===== config.mk =====
export PLATFORM = sky130hd
export DESIGN_NAME = ysyx_041461_if1_fetch
export DESIGN_NICKNAME = d
export VERILOG_FILES = /design/src/rtl/ysyx_041461_if1_fetch.sv
export SDC_FILE = /design/constraint.sdc
export NUM_CORES = 1
export LEC_CHECK = 0
export ABC_AREA = 0
export CAP_MARGIN = 20
export CORE_MARGIN = 2
export CORE_UTILIZATION = 47
export CTS_CLUSTER_DIAMETER = 150
export DETAILED_ROUTE_END_ITERATION = 10
export HOLD_SLACK_MARGIN = 0.12
export PLACE_DENSITY = 0.8
export SKIP_LAST_GASP = 1
export SYNTH_ARGS = -nofsm -noshare
export SYNTH_HDL_FRONTEND = slang
export SYNTH_SLANG_ARGS = --single-unit

===== constraint.sdc =====
create_clock -name clk -period 10.6 [get_ports clk]
set_input_delay 1.59 -clock clk [delete_from_list [all_inputs] [get_ports clk]]
set_output_delay 1.59 -clock clk [all_outputs]
set_load 0.01 [all_outputs]

===== src/rtl/ysyx_041461_if1_fetch.sv =====
// IF1 fetch stage: owns the fetch PC, issues one single-beat 64-bit AXI4 read
// per instruction, and presents the result (or a fetch trap) to the IF2 register.

`ifndef ysyx_041461_TRAP_NOP
`define ysyx_041461_TRAP_NOP 4'd0
`endif
`ifndef ysyx_041461_TRAP_INST_MISALIGN
`define ysyx_041461_TRAP_INST_MISALIGN 4'd1
`endif
`ifndef ysyx_041461_TRAP_INST_ACCESS
`define ysyx_041461_TRAP_INST_ACCESS 4'd2
`endif

module ysyx_041461_if1_fetch #(
    parameter logic [63:0] RESET_PC = 64'h0000_0000_3000_0000
) (
    input  logic        clk,
    input  logic        rst,

    input  logic        redirect_valid,
    input  logic [63:0] redirect_pc,

    input  logic        IF1_ready_in,
    output logic [63:0] IF1_pc_out,
    output logic [63:0] IF1_rdata_out,
    output logic        IF1_valid_out,
    output logic [3:0]  IF1_trap_out,

    output logic        arvalid,
    input  logic        arready,
    output logic [63:0] araddr,
    output logic [7:0]  arlen,
    output logic [2:0]  arsize,
    output logic [1:0]  arburst,

    input  logic        rvalid,
    output logic        rready,
    input  logic [63:0] rdata,
    input  logic [1:0]  rresp,
    input  logic        rlast
);

    localparam logic [3:0] TRAP_NOP           = `ysyx_041461_TRAP_NOP;
    localparam logic [3:0] TRAP_INST_MISALIGN = `ysyx_041461_TRAP_INST_MISALIGN;
    localparam logic [3:0] TRAP_INST_ACCESS   = `ysyx_041461_TRAP_INST_ACCESS;

    typedef enum logic [1:0] {
        StIdle,
        StAr,
        StR,
        StHold
    } state_e;

    state_e      state_q;
    logic [63:0] pc_q;
    logic        discard_q;
    logic [63:0] araddr_q;
    logic [63:0] pc_out_q;
    logic [63:0] rdata_out_q;
    logic        valid_out_q;
    logic [3:0]  trap_out_q;

    // Single-beat bursts only; rlast carries no information for us.
    logic unused_rlast;
    assign unused_rlast = rlast;

    // Fetch FSM: PC, in-flight bookkeeping and the registered IF2-facing outputs.
    always_ff @(posedge clk or posedge rst) begin
        if (rst) begin
            state_q     <= StIdle;
            pc_q        <= RESET_PC;
            discard_q   <= 1'b0;
            araddr_q    <= 64'd0;
            pc_out_q    <= RESET_PC;
            rdata_out_q <= 64'd0;
            valid_out_q <= 1'b0;
            trap_out_q  <= TRAP_NOP;
        end else begin
            unique case (state_q)
                StIdle: begin
                    if (redirect_valid) begin
                        pc_q <= redirect_pc;
                    end else if (pc_q[1:0] != 2'b00) begin
                        // Misaligned PC traps without touching the bus.
                        pc_out_q    <= pc_q;
                        rdata_out_q <= 64'd0;
                        trap_out_q  <= TRAP_INST_MISALIGN;
                        valid_out_q <= 1'b1;
                        state_q     <= StHold;
                    end else begin
                        araddr_q <= {pc_q[63:3], 3'b000};
                        state_q  <= StAr;
                    end
                end
                StAr: begin
                    // arvalid cannot be withdrawn, so a redirect only marks the
                    // eventual beat as stale.
                    if (redirect_valid) begin
                        pc_q      <= redirect_pc;
                        discard_q <= 1'b1;
                    end
                    if (arready) begin
                        state_q <= StR;
                    end
                end
                StR: begin
                    if (rvalid) begin
                        if (discard_q || redirect_valid) begin
                            if (redirect_valid) begin
                                pc_q <= redirect_pc;
                            end
                            discard_q <= 1'b0;
                            state_q   <= StIdle;
                        end else begin
                            pc_out_q    <= pc_q;
                            rdata_out_q <= (rresp != 2'b00) ? 64'd0 : rdata;
                            trap_out_q  <= (rresp != 2'b00) ? TRAP_INST_ACCESS : TRAP_NOP;
                            valid_out_q <= 1'b1;
                            state_q     <= StHold;
                        end
                    end else if (redirect_valid) begin
                        pc_q      <= redirect_pc;
                        discard_q <= 1'b1;
                    end
                end
                StHold: begin
                    // Redirect beats acceptance: the presented fetch is on a dead path.
                    if (redirect_valid) begin
                        pc_q        <= redirect_pc;
                        valid_out_q <= 1'b0;
                        state_q     <= StIdle;
                    end else if (IF1_ready_in) begin
                        pc_q        <= pc_q + 64'd4;
                        valid_out_q <= 1'b0;
                        state_q     <= StIdle;
                    end
                end
                default: begin
                    state_q <= StIdle;
                end
            endcase
        end
    end

    assign arvalid = (state_q == StAr);
    assign rready  = (state_q == StR);
    assign araddr  = araddr_q;
    assign arlen   = 8'd0;
    assign arsize  = 3'b011;
    assign arburst = 2'b01;

    assign IF1_pc_out    = pc_out_q;
    assign IF1_rdata_out = rdata_out_q;
    assign IF1_valid_out = valid_out_q;
    assign IF1_trap_out  = trap_out_q;

endmodule


==> metrics <==
Critical Path AT about 4.4 ns; total global routing overflow 0; ANT nets after route 0; Die Span Y 160.1 um; critical path's largest stage delay approximately 0.7 ns; synth top area cells dfrtp_1 (56%), mux2_2 (12%), a22o_1 (5.0%), nand2_1 (2.3%), nand4_1 (1.9%); asr flop ratio synth 1.000; Crit. End Element register; Hold WC Path Type reg2reg; Final min period 4.084 ns; Worst EP required 10.95 ns; row cnt between 50 and 60; Max Fanout on Critical Path between 90 and 100; largest delay contributor family on the critical path buffers and inverters; leading area contributor after synthesis dfrtp_1; RSZ-0062 raised after global routing false; full die area ~26000 um2; Fin. Hold Viols 0; Lkg Pwr ~0.0065 uW; worst vdd ir approximately 0.00018 V; most common flop cell mapped by yosys dfrtp_1; CTS clk-pin slew, worst paths 0.06 ns; Slew Viols, Final 0; DR vias roughly 9400; routability cong. 0.8461; relative slew slack 0.3288; HPWL Detailed approximately 25000 um; H-tree depth 1; number of placed I/O pins 349; Synth Area per Inst about 12 um2; largest net degree at the start of global routing between 100 and 150; DP Cell Count ~1600; TritonCTS clock tree yes; vias per cell 5.748; Hold-fix buffers, CTS 0; Ys Warns 0; fin crit share 0.3853; global-route wire length before repair ~54000 um; Final setup viols 0; post-route insts no fill 1629; clock sinks roughly 260; FMAX ~240 MHz; Max-Cap Viols 0; later-pin clock latency in the skew report around 0.54 ns; Pre-antenna DRT Iters 6; Cell Area, Synth around 11000 um2; Port Buf Inserts roughly 330; DRT iter0 DRCs 844; DRC 0; Area growth, synth to finish 39.02%; EDFF count, synth 0; TNS Setup 0 ns; Avg WL per Cell between 20 and 25 um; Critical Path Slowest Stage Cell buf_4; synthesized netlist cell count slightly below 1000; initial antenna violation count 7; CP dominant cell by count buf_4; register area share after synthesis 0.5666; critical-path cell list buf_2 > buf_4 > clkinv_1 > buf_4 > o21ai_0 > buf_4 > nand2_1 > nor2_1 > a221oi_1; status finished clean; Post-Place Setup Slack approximately 6 ns; CP Class in2reg; vias in the first global route about 9400; final net count approximately 1400; final setup skew around 0.018 ns; top-count cell post-synth dfrtp_1; CTS Root Cell clkbuf_16; Clock Tree Buf Depth 3; gr usage total 0.2652; Post-Route WL approximately 35000 um; Worst Tran Pin Value roughly 1 ns; Initial Utilization 0.4749; post_cts resized 0; Core Footprint 24110 um2; #FFs+latches synth approximately 260; top-area cell type share of the netlist area 0.5574; Power Density about 250 nW/um2; critical path buffer and inverter count 5; type of origin of the critical path input pin; total power a little under 4000 uW; Inserted Clock Buffers 29; layout cells sized above 1 0.1572; die width roughly 160 um; # Post-CTS Setup Buffers 0; worst setup margin approximately 6.5 ns; Synth top cells by count dfrtp_1 (255), mux2_2 (124), nand2_1 (70); Synth cell types a little under 70
-- final timing paths --
path                                      from                end  slack (ns)  cells past startpoint
worst min-delay path            IF1_pc_out[30]     IF1_pc_out[30]        0.48                      2
min in group asynchronous                  rst   IF1_rdata_out[7]        1.62                      2
worst max-delay path            redirect_valid           pc_q[45]        6.52                      9
worst min register to register  IF1_pc_out[30]     IF1_pc_out[30]        0.48                      2
max in group asynchronous                  rst  IF1_rdata_out[21]        7.53                      3
worst max register to register         pc_q[5]           pc_q[53]        7.49                      5
-- logic make-up after synthesis --
kind of cell	after synthesis	synth area share
simple gates	277	0.1308
other cells	2	0.0006561
buf+inv	88	0.03738
flops	259	0.5666
xor+xnor	20	0.01530
fa+ha+maj	6	0.006558
mux	125	0.1229
compound gates	185	0.1198
-- registers in the layout, summed over array words and instances, names as in the netlist --
| register | flops |
|---|---|
| IF1_pc_out | 64 |
| IF1_rdata_out | 64 |
| pc_q | 64 |
| IF1_trap_out | 2 |
| state_q | 2 |
| araddr | 61 |
| discard_q | 1 |
| IF1_valid_out | 1 |
-- report_power, final --
part	internal (uW)	switching, uW
clock network	562	396
registers	1280	190
logic	847	643
total	2690	1230
-- layer usage --
metal / global-route usage / wire [um]
met4: 0.08640 / 977
met1: 0.3203 / 13200
met2: 0.4587 / 17440
met3: 0.07636 / 3263
met5: 0 / 11
-- stage by stage --
step	area [um2]	util	hold slack (ns)
2_1_floorplan	11510	-	0.4862
3_3_place_gp	14940	0.6197	0.4652
3_5_place_dp	14970	0.6209	0.4696
4_1_cts	15870	0.6583	0.4832
5_1_grt	15910	0.6599	0.5126
6_report	15910	0.6602	0.4820
-- placed cells by master, fill, tap and decap left out, types with 5 or more instances in the layout --
cell             netlist  final
inv_1                 15     14
a211oi_1               6      6
a22o_1                65     65
clkbuf_16              0     29
or3_1                  9      9
clkbuf_8               0      5
and3_1                12     12
o21ai_0               40     40
a31oi_1               16     16
ha_1                   6      6
and4_1                 7      7
nand3_1               29     29
nor2_1                50     49
xor2_1                14     14
nor3_1                18     17
mux2_2               124    124
xnor2_1                6      6
o22ai_1                5      5
and2_1                 7      7
diode_2                0      7
o31ai_1                7      7
clkinv_2               0      5
clkbuf_1              41      9
dfrtp_1              255    255
nand4_1               34     34
nand2_1               70     70
nor4_1                 9      9
a21oi_1                7      7
buf_4                 20     10
or4_1                  9      9
conb_1                 2     18
clkdlybuf4s50_1        0    328
-- layout make-up --
cell class	instances	area (um2)
flip-flops and latches	259	6486
well taps	324	405.4
diodes	7	17.52
inverters	16	67.56
repair buffers	341	3418
clock buffers	43	828.3
multi-input cells	631	4617
clock inverters	8	73.82
fillers	1808	8192
-- worst register-to-register path: stages (launching register included) --
cell and delay [ns]:
dfrtp_1 0.51, nand4_2 0.34, nor2_1 0.64, nand4_1 0.67, or4_1 0.70, a31oi_1 0.17
(Power assumes the default switching activity.)
==> edit, RTL diff (config.mk and constraints unchanged) <==
The 4 states of `state_e` get a one-hot encoding in 4 bits.
--- a/src/rtl/ysyx_041461_if1_fetch.sv
+++ b/src/rtl/ysyx_041461_if1_fetch.sv
@@ -44,11 +44,11 @@
     localparam logic [3:0] TRAP_INST_MISALIGN = `ysyx_041461_TRAP_INST_MISALIGN;
     localparam logic [3:0] TRAP_INST_ACCESS   = `ysyx_041461_TRAP_INST_ACCESS;
 
-    typedef enum logic [1:0] {
-        StIdle,
-        StAr,
-        StR,
-        StHold
+    typedef enum logic [3:0] {
+        StIdle = 4'b0001,
+        StAr   = 4'b0010,
+        StR    = 4'b0100,
+        StHold = 4'b1000
     } state_e;
 
     state_e      state_q;
Function: same outputs for any inputs over 4 cycles, from zero or initial values and one cycle with rst high; so few cycles prove little.
==> edit against the original RTL <==
- final area grew 2.5%
- register-to-register slack worse by 310 ps
- cell count is 9.8% higher
- worst setup slack worse by 300 ps
- sequential cell count increased by 2
- wire length grew 0.11%
- largest cell class unchanged
- synthesized area grew 4.6%
- critical path type unchanged
- power up 22%
==> edit: results (changes against the original RTL) <==
* Worst reg2reg setup slack at 7180 ps (was 7490 ps)
* H-tree depth at 1 (unchanged)
* Clock Skew at 15.2 ps (was 18.0 ps)
* Post-synthesis mux area share at 12.6% (was 12.3%)
* Layout cells sized above 1 at 13.6% (was 15.7%)
* Layout fillers at 1,931 (was 1,808)
* Main area contributors after synthesis: dfrtp_1 54%, mux2_2 8.4%, nand2_1 5.8% (was dfrtp_1 56%, mux2_2 12%, a22o_1 5.0%)
* Post-synthesis share of cell area spent on xor and xnor gates at 0.0732% (was 1.53%)
* DR iter-0 viols at 829 (was 844)
* Final std cells w/o fill at 1,789 (was 1,629)
* Initial antenna violation count at 11 (was 7)
* Arrival time of the worst setup path at 4800 ps (was 4440 ps)
* First-pass GRT wire length at 53,700 microns (was 53,800 microns)
* Sequential area share after synthesis at 54.6% (was 56.7%)
* Worst slew pin tran at 1080 ps (was 1000 ps)
* Avg Inst Size Synth at 10.5 sq um (was 11.9 sq um)
* Routed via count at 10,000 (was 9,364)
* Largest net degree at the start of global routing at 113 (was 121)
* Worst reg2reg path depth at 7 (was 5)
* Total Routing Usage GR at 25.4% (was 26.5%)
* Critical path's slowest cell: a211o_2 (was buf_4)
* Crit-path max FO at 56 (was 92)
* Placed insts at 1,729 (was 1,570)
* R2R Path End: pc_q[33] (was pc_q[53])
* Status: finished, final reports clean (unchanged)
* Drt first pass iters at 5 (was 6)
* Number of global-route vias before repair at 9,748 (was 9,375)
* Post-DP Area at 15,300 sq um (was 15,000 sq um)
* Worst setup path endpoint: pc_q[62] (was pc_q[45])
* Routability cong. at 0.882 (was 0.846)
* CP max stage delay at 900 ps (was 680 ps)
* Critical hold path startpoint: IF1_rdata_out[20] (was IF1_pc_out[30])
* Post-synth cell types at 66 (was 68)
* P_leak at 6.69 nW (was 6.55 nW)
* Worst reg2reg startpoint: state_q[2] (was pc_q[5])
* Area share of the largest cell type after synthesis at 53.5% (was 55.7%)
==> edit: cell count changes after synthesis, moves of 12 or more <==
cell     unedited run  this run
a21oi_1             7        60
mux2_2            124        89
nand2_1            70       186
a22o_1             65         2
and3_1             12        24
nand4_1            34        22
o22a_1              0        13
mux2_4              0        32
xor2_1             14         0
nor2_1             50        64
o21ai_0            40        99
buf_2               5        25
==> edit: metal layers <==
| layer | vias to the layer above | share of wire [%] | GRT usage, % |
|---|---|---|---|
| li1 | 4622 | - | - |
| met1 | 4886 | 39 | 31.4 |
| met2 | 424 | 49 | 42.8 |
| met3 | 74 | 9.4 | 7.69 |
| met4 | 4 | 2.7 | 8.37 |
| met5 | - | 0.069 | 0 |
==> edit: through the flow <==
| stage | worst slack (ps) | utilization, % |
|---|---|---|
| 2_1_floorplan | 1830 | - |
| 3_3_place_gp | 5810 | 61.1 |
| 3_5_place_dp | 5760 | 61.1 |
| 4_1_cts | 6320 | 64.7 |
| 5_1_grt | 6060 | 65.0 |
| 6_report | 6210 | 65.0 |
==> edit: cell families (layout without fill, tap and decap cells) <==
family                     count (synthesis)  in the layout
adders and majority gates                  1              1
buffers and inverters                    108            400
DFF                                      261            261
muxes                                    123            123
AOI/OAI and AO/OA                        248            248
xor gates and xnor gates                   1              1
and+or+nand+nor                          399            399
other                                      2             26
==> edit: critical path: cells and delay by family <==
family	cells	cell delay, ps
buffers and inverters	1	790
AND/OR/NAND/NOR	3	1120
AO/OA/AOI/OAI	3	1290
==> edit: area by class of cell <==
cell class	count	area, sq um	share of cell area, %
clock inverter	9	77.6	0.476
multi-input combinational	790	4980	30.6
antenna	8	20.0	0.123
inverter	9	46.3	0.284
clock buffer	41	818	5.02
tap	330	413	2.53
timing repair buffer	341	3420	20.9
sequential	261	6540	40.1
==> edit: how the worst min path moves through the flow <==
stage	to	slack [ps]	cells after the start
2_1_floorplan	araddr[57]	480	1
3_3_place_gp	IF1_rdata_out[9]	460	2
3_5_place_dp	IF1_rdata_out[60]	470	2
4_1_cts	IF1_rdata_out[60]	480	2
5_1_grt	IF1_rdata_out[1]	510	2
6_report	IF1_rdata_out[20]	480	2
==> edit: power by group <==
part	switching (mW)	total, mW	internal, mW
logic	0.939	2.03	1.09
registers	0.376	1.79	1.41
clock network	0.397	0.952	0.556
total	1.71	4.77	3.06
